$ cat config.mk
export PLATFORM = sky130hd
export DESIGN_NAME = e203_thread_sched
export DESIGN_NICKNAME = d
export VERILOG_FILES = /design/src/rtl/e203_thread_sched.sv
export SDC_FILE = /design/constraint.sdc
export NUM_CORES = 1
export LEC_CHECK = 0
export BUFFER_PORTS_ARGS = -buffer_cell sky130_fd_sc_hd__buf_2
export CAP_MARGIN = 20
export CORE_MARGIN = 8
export CORE_UTILIZATION = 57
export CTS_CLUSTER_SIZE = 16
export DETAILED_ROUTE_END_ITERATION = 16
export GPL_ROUTABILITY_DRIVEN = 1
export PLACE_DENSITY = 0.87
export REMOVE_ABC_BUFFERS = 1
export SLEW_MARGIN = 20
export SYNTH_ARGS = -nofsm -noshare
export SYNTH_HDL_FRONTEND = slang
export SYNTH_SLANG_ARGS = --single-unit
$ cat constraint.sdc
create_clock -name clk -period 4.11 [get_ports clk]
set_input_delay 1.0275 -clock clk [delete_from_list [all_inputs] [get_ports clk]]
set_output_delay 1.0275 -clock clk [all_outputs]
set_load 0.005 [all_outputs]
$ cat src/rtl/e203_thread_sched.sv
// ---------------------------------------------------------------------------
// e203_thread_sched
//
// Fine-grained hardware thread scheduler for the multithreaded E203 core.
// Produces the one-hot thread_sel vector that steers the replicated per-thread
// CSR files and commit enables. Execution rotates among runnable threads on a
// retired-instruction quantum. Threads park on WFI and wake on interrupt.
// Every switch drains the pipeline first, so thread_sel never changes while
// instructions are in flight.
//
// Ports:
//   clk             core clock
//   rst_n           asynchronous active-low reset
//   thread_en       software enable mask, one bit per thread
//   thread_irq      per-thread pending and enabled interrupt (level)
//   cmt_instret_ena selected thread retired an instruction this cycle
//   cmt_wfi_ena     selected thread committed WFI this cycle
//   dbg_mode        debug mode, inhibits new switches
//   sw_ack          pipeline drained, only looked at while draining
//   sw_req          hold-and-drain request to the pipeline (IFU halt)
//   thread_sel      one-hot current thread
//   thread_sleep    per-thread WFI sleep flags
//   core_idle       no runnable thread exists
// ---------------------------------------------------------------------------
module e203_thread_sched #(
  parameter int THREADS_NUM = 2,  // E203_THREADS_NUM
  parameter int QUANTUM     = 8
) (
  input  logic                   clk,
  input  logic                   rst_n,
  input  logic [THREADS_NUM-1:0] thread_en,
  input  logic [THREADS_NUM-1:0] thread_irq,
  input  logic                   cmt_instret_ena,
  input  logic                   cmt_wfi_ena,
  input  logic                   dbg_mode,
  input  logic                   sw_ack,
  output logic                   sw_req,
  output logic [THREADS_NUM-1:0] thread_sel,
  output logic [THREADS_NUM-1:0] thread_sleep,
  output logic                   core_idle
);

  localparam int IW = (THREADS_NUM > 1) ? $clog2(THREADS_NUM) : 1;

  localparam logic [1:0] ST_RUN    = 2'd0;
  localparam logic [1:0] ST_DRAIN  = 2'd1;
  localparam logic [1:0] ST_SWITCH = 2'd2;
  localparam logic [1:0] ST_IDLE   = 2'd3;

  logic [1:0]             state_reg,      state_next;
  logic [THREADS_NUM-1:0] sel_reg,        sel_next;
  logic [THREADS_NUM-1:0] sleep_reg,      sleep_next;
  logic [THREADS_NUM-1:0] runnable_q_reg;
  logic [7:0]             cnt_reg,        cnt_next;
  logic                   sw_req_reg,     sw_req_next;
  logic                   idle_reg,       idle_next;

  logic [THREADS_NUM-1:0] runnable;
  logic [THREADS_NUM-1:0] others;
  logic [THREADS_NUM-1:0] irq_others;
  logic [THREADS_NUM-1:0] cand;
  logic [THREADS_NUM-1:0] target;
  logic                   cur_irq;
  logic                   cur_en;
  logic                   expire;
  logic                   want_switch;

  // Round-robin search starting just after the current thread and wrapping,
  // so the current thread is considered last. Interrupting threads win a
  // first pass; any candidate is accepted on the second pass.
  function automatic logic [THREADS_NUM-1:0] rr_pick(
    input logic [THREADS_NUM-1:0] c,
    input logic [THREADS_NUM-1:0] cur_oh,
    input logic [THREADS_NUM-1:0] irq
  );
    logic [THREADS_NUM-1:0] res;
    logic                   found;
    int                     cur_idx;
    int                     idx;
    res     = '0;
    found   = 1'b0;
    cur_idx = 0;
    for (int i = 0; i < THREADS_NUM; i++) begin
      if (cur_oh[i]) cur_idx = i;
    end
    for (int k = 1; k <= THREADS_NUM; k++) begin
      idx = cur_idx + k;
      if (idx >= THREADS_NUM) idx = idx - THREADS_NUM;
      if (!found && c[IW'(idx)] && irq[IW'(idx)]) begin
        res[IW'(idx)] = 1'b1;
        found         = 1'b1;
      end
    end
    for (int k = 1; k <= THREADS_NUM; k++) begin
      idx = cur_idx + k;
      if (idx >= THREADS_NUM) idx = idx - THREADS_NUM;
      if (!found && c[IW'(idx)]) begin
        res[IW'(idx)] = 1'b1;
        found         = 1'b1;
      end
    end
    return res;
  endfunction

  assign runnable   = thread_en & ~sleep_reg;
  assign others     = runnable & ~sel_reg;
  assign irq_others = others & thread_irq;
  assign cur_irq    = |(thread_irq & sel_reg);
  assign cur_en     = |(thread_en & sel_reg);
  assign expire     = cmt_instret_ena && (cnt_reg == 8'(QUANTUM - 1));

  assign want_switch = (expire && (|others)) || cmt_wfi_ena || !cur_en ||
                       ((|irq_others) && !cur_irq);

  // IDLE works from the registered runnable view: a wake-up that clears a
  // sleep flag at one edge is acted on two edges later.
  assign cand   = (state_reg == ST_IDLE) ? runnable_q_reg : runnable;
  assign target = rr_pick(cand, sel_reg, thread_irq);

  always_comb begin
    state_next = state_reg;
    sel_next   = sel_reg;
    cnt_next   = cnt_reg;
    case (state_reg)
      ST_RUN: begin
        if (!dbg_mode && want_switch) begin
          state_next = ST_DRAIN;
        end else if (!dbg_mode && cmt_instret_ena) begin
          // Quantum ran out with nobody else to run: start a fresh slice.
          cnt_next = expire ? 8'd0 : cnt_reg + 8'd1;
        end
      end
      ST_DRAIN: begin
        if (sw_ack) begin
          if (|runnable) begin
            state_next = ST_SWITCH;
            sel_next   = target;
          end else begin
            state_next = ST_IDLE;
          end
        end
      end
      ST_SWITCH: begin
        state_next = ST_RUN;
        cnt_next   = 8'd0;
      end
      default: begin  // ST_IDLE
        if (|runnable_q_reg) begin
          state_next = ST_SWITCH;
          sel_next   = target;
        end
      end
    endcase
  end

  // An interrupt clearing a flag beats a WFI setting it in the same cycle.
  always_comb begin
    sleep_next = sleep_reg;
    if (state_reg == ST_RUN && cmt_wfi_ena) sleep_next = sleep_next | sel_reg;
    sleep_next = sleep_next & ~thread_irq;
  end

  assign sw_req_next = (state_next != ST_RUN);
  assign idle_next   = (state_next == ST_IDLE);

  always_ff @(posedge clk or negedge rst_n) begin
    if (!rst_n) begin
      state_reg      <= ST_RUN;
      sel_reg        <= THREADS_NUM'(1);
      sleep_reg      <= '0;
      runnable_q_reg <= '0;
      cnt_reg        <= 8'd0;
      sw_req_reg     <= 1'b0;
      idle_reg       <= 1'b0;
    end else begin
      state_reg      <= state_next;
      sel_reg        <= sel_next;
      sleep_reg      <= sleep_next;
      runnable_q_reg <= runnable;
      cnt_reg        <= cnt_next;
      sw_req_reg     <= sw_req_next;
      idle_reg       <= idle_next;
    end
  end

  assign sw_req       = sw_req_reg;
  assign thread_sel   = sel_reg;
  assign thread_sleep = sleep_reg;
  assign core_idle    = idle_reg;

endmodule

# Word level (Yosys, flattened, before mapping)
# Index checks and enable logic that the tools add are counted.
word_totals:
  regBits: 18
  inputBits: 10
op_classes:
  n_addsub: 5
  magnitude_cmp: 6
  eq_ne: 9
  muxes: 37
  bitwise: 14
  n_reduce_logical: 35
ops:
  columns: ["op", "n"]
  rows:
  - ["$mux W8", 3]
  - ["$mux W2", 11]
  - ["$mux W1", 18]
  - ["$pmux W8 S2", 1]
  - ["$reduce_or A2 Y1", 7]
  - ["$logic_and A1 B1 Y1", 13]
  - ["$and A2 B2 Y2", 6]
  - ["$add A8 B1 Y8 const B", 1]
  - ["$eq A8 B3 Y1 const B", 1]
  - ["$ne A2 B2 Y1 const B", 4]
  - ["$or A2 B2 Y2", 4]
  - ["$eq A2 B2 Y1 const B", 3]
  - ["$logic_not A1 Y1", 6]
  - ["$lt A1 B3 Y1 const B", 2]
  - ["$not A2 Y2", 3]
  - ["$pmux W2 S3", 1]
  - ["$reduce_bool A2 Y1", 3]
  - ["$pmux W2 S2", 1]
  - ["$reduce_and A4 Y1", 1]
  - ["$add A1 B2 Y3 const B", 1]
  - ["$ge A3 B2 Y1 const B", 1]
  - ["$logic_or A1 B1 Y1", 3]
  - ["$reduce_and A3 Y1", 1]
  - ["$add A1 B1 Y2 const B", 1]
  - ["7 further kinds", 10]

# Longest topological paths before layout
depth:
  depth_word: 22
  depth_mapped: 7

# Worst setup path after synthesis
# No wires, ideal clock.
synth_timing:
  path_kind: "input to register"
  start: "input port cmt_wfi_ena"
  end: "register cnt_reg[6]"
  setup_ps: 103
  t_arrival_ps: 2145
  slack_ps: 1861
  path_stages: 6
  n_path_buf: 1
  path_cell_list: "nand3b_4 -> nor3b_4 -> a31oi_1 -> or2_1 -> buf_6 -> o41ai_2"
synth_via:
  elab_chain_len: 6
synth_lines:
  columns: ["item", "line_no", "rtl"]
  rows:
  - ["start: declaration", "34", "input logic cmt_wfi_ena,"]
  - ["$logic_or A1 B1 Y1 (3 in series)", "112", "assign want_switch = (expire && (|others)) || cmt_wfi_ena || !cur_en ||"]
  - ["$logic_and A1 B1 Y1", "126", "if (!dbg_mode && want_switch) begin"]
  - ["$ne A2 B2 Y1 (no source line)", null, null]
  - ["$reduce_and A3 Y1 (no source line)", null, null]
  - ["end signal: assignment", "180", "cnt_reg <= cnt_next;"]
  - ["end: declaration", "54", "logic [7:0] cnt_reg, cnt_next;"]
# No other way between the ends.
# A chain may end at the register's enable or synchronous reset.

# Worst setup path in the final report
# Same ends and word-level chain as after synthesis.

==> flow_summary.yaml <==
run_status:
  outcome: "finished, final reports clean"
die:
  coreArea_um2: 1470
  start_util: 0.600
  row_count: 14
  die_w_um: 55.4
  ios: 16
  fp.dieArea_um2: 3070
  die_h_um: 55.4
synthesis:
  yosys-top-cells-area: "dfrtp_1, o21ai_0, nor2_1, o22a_1, dfstp_2"
  synth-async-reset-ratio: 1.00
  synthCells: 88
  yosysWarnings: 0
  syn_area_per_cell_um2: 10.0
  ys_types: 30
  synth_area_leader_cell: "dfrtp_1"
  ys.flop_type: "dfrtp_1"
  yosys_register_bits: 17
  synth_area_um2: 883
  synth-edff-count: 0
  yosysSeqAreaShare: 0.483
  synth_top_area_share: 0.453
global_route:
  overflow: 0
  antenna_found_initial: 0
  grt_pass1_wl_um: 3130
  grt_max_degree: 18
  grt_pass1_vias: 717
  grt.total_usage: 0.122
worst_setup_path:
  max_stage_delay_ps: 350
  cp_data_required_time_ps: 4300
  endpoint_kind: "register"
  cp_cell_sequence: "buf_2 > nand3b_4 > nor3b_4 > a31oi_1 > or2_1 > o41ai_2"
  critPathArrivalTime_ps: 2370
  start_kind: "input pin"
  crit_slowest_cell: "o41ai_2"
  path_class: "in2reg"
  critPathMaxFanout: 6
timing:
  finalClockSkew_ps: 2.61
  finalSetupTns_ps: 0
  final-max-slew-violation-count: 0
  period_needed_ps: 2180
  hold_violations: 0
  clock.fmax_mhz: 458
  fin_crit_sh: 0.531
  rsz0062_at_grt: "false"
  setup_violations: 0
route:
  ant_nets: 0
  drt-total-wl_um: 1860
  wire_per_inst_um: 15.6
  vias: 709
  dr.pass1.iters: 4
  post-route-drc-count: 0
  via_per_inst: 5.96
  drtIter0Drc: 35
cells_and_area:
  drive_gt1_frac: 0.223
  n_fill_cell: 126
  final_nets: 115
  largest_reg_flops: 8
  design_area_um2: 978
  area_growth_pct: 10.8
  layout_commonest_cell: "dfrtp_1"
  n_antenna_cell: 0
  mostFrequentLayoutCells: "dfrtp_1, buf_2, o21ai_0, nor2_1, nand3_1"
placed_design:
  placedInstanceArea_um2: 951
  place_congestion: 0.904
  dp_hpwl_um: 1410
  portBuffers: 14
clocking:
  clock-sinks: 17
  cts_tree: "built"
  postCtsSetupBuffers: 0
  htreeDepth: 1
  ctsLongestPathBuffers: 2
  cts-resized-gates: 0
  clk_pin_slew_worst_paths_ps: 100
  postCtsHoldBufs: 0
  cts_buffers: 3
  root_buffer: "clkbuf_4"
  clock_latency_ps: 290
job:
  max_cap_violations: 0
power_and_ir_drop:
  p_per_area_nw_per_um2: 420
  leakage_nw: 0.476
  irDropWorstVdd_mv: 0.262
worst_hold_path:
  worstHoldPathType: "reg2reg"
-- area by class of cell --
cell class | count | area [µm²] | share of cell area
flip-flops and latches | 17 | 427 | 0.436
multi-input cells | 64 | 419 | 0.428
repair buffers | 14 | 70.1 | 0.0716
clock buffers | 3 | 22.5 | 0.0230
well taps | 16 | 20.0 | 0.0205
inverters | 4 | 15.0 | 0.0153
clock inverters | 1 | 5.00 | 0.00512
-- cell families (layout without fill, tap and decap cells) --
kind of cell / after synthesis / count (layout) / synth area share
buffers and inverters: 7 / 22 / 0.0425
muxes: 2 / 2 / 0.0227
other: 1 / 1 / 0.00425
DFF: 17 / 17 / 0.483
adders and majority gates: 1 / 1 / 0.0142
and+or+nand+nor: 36 / 36 / 0.252
AOI/OAI and AO/OA: 24 / 24 / 0.181
-- final timing paths --
check | startpoint | endpoint | slack [ps] | cells after the start
hold / removal | thread_sleep[0]$_DFF_PN0_ | runnable_q_reg[0]$_DFF_PN0_ | 470 | 1
min in group asynchronous | rst_n | thread_sleep[0]$_DFF_PN0_ | 640 | 1
max in group asynchronous | rst_n | thread_sel[0]$_DFFE_PN1P_ | 3160 | 1
setup / recovery | cmt_wfi_ena | cnt_reg[6]$_DFFE_PN0P_ | 1930 | 6
setup reg to reg | cnt_reg[0]$_DFFE_PN0P_ | cnt_reg[6]$_DFFE_PN0P_ | 2170 | 6
hold reg to reg | thread_sleep[0]$_DFF_PN0_ | runnable_q_reg[0]$_DFF_PN0_ | 470 | 1
-- synth_stat cells, types with 2 or more instances --
master    count
dfrtp_1      16
o21ai_0      12
nor2_1       10
nand3_1       5
inv_1         4
nand2_1       4
o22a_1        4
nor2b_1       3
a31oi_1       2
and3_1        2
mux2i_1       2
nand2b_1      2
nand4_1       2
nor3_1        2
o31ai_1       2
or2_1         2
-- through the flow --
stage          setup WS, ps  power (mW)  instances  utilization  hold WS (ps)
2_1_floorplan          1910       0.282         85            -           458
3_3_place_gp           1730       0.318        115        0.646           445
3_5_place_dp           1610       0.325        115        0.646           453
4_1_cts                1920       0.413        119        0.665           469
5_1_grt                1840       0.442        119        0.665           501
6_report               1930       0.411        119        0.665           472
-- power breakdown --
group	internal (mW)	switching (mW)
Combinational	0.0374	0.0600
Clock	0.0362	0.0534
Sequential	0.191	0.0329
Total	0.264	0.146
-- worst max-delay path, delay by kind of cell --
kind,cells,cell delay [ps]
AOI/OAI and AO/OA,2,510
buffers and inverters,1,100
and+or+nand+nor,3,710
-- layer usage --
metal | global-route usage | vias up | wire length [µm]
met4 | 0.0387 | 0 | 34
li1 | - | 344 | -
met2 | 0.207 | 21 | 949
met3 | 0.0411 | 6 | 90
met1 | 0.140 | 338 | 786
met5 | 0 | - | 0
(Power assumes the default switching activity.)
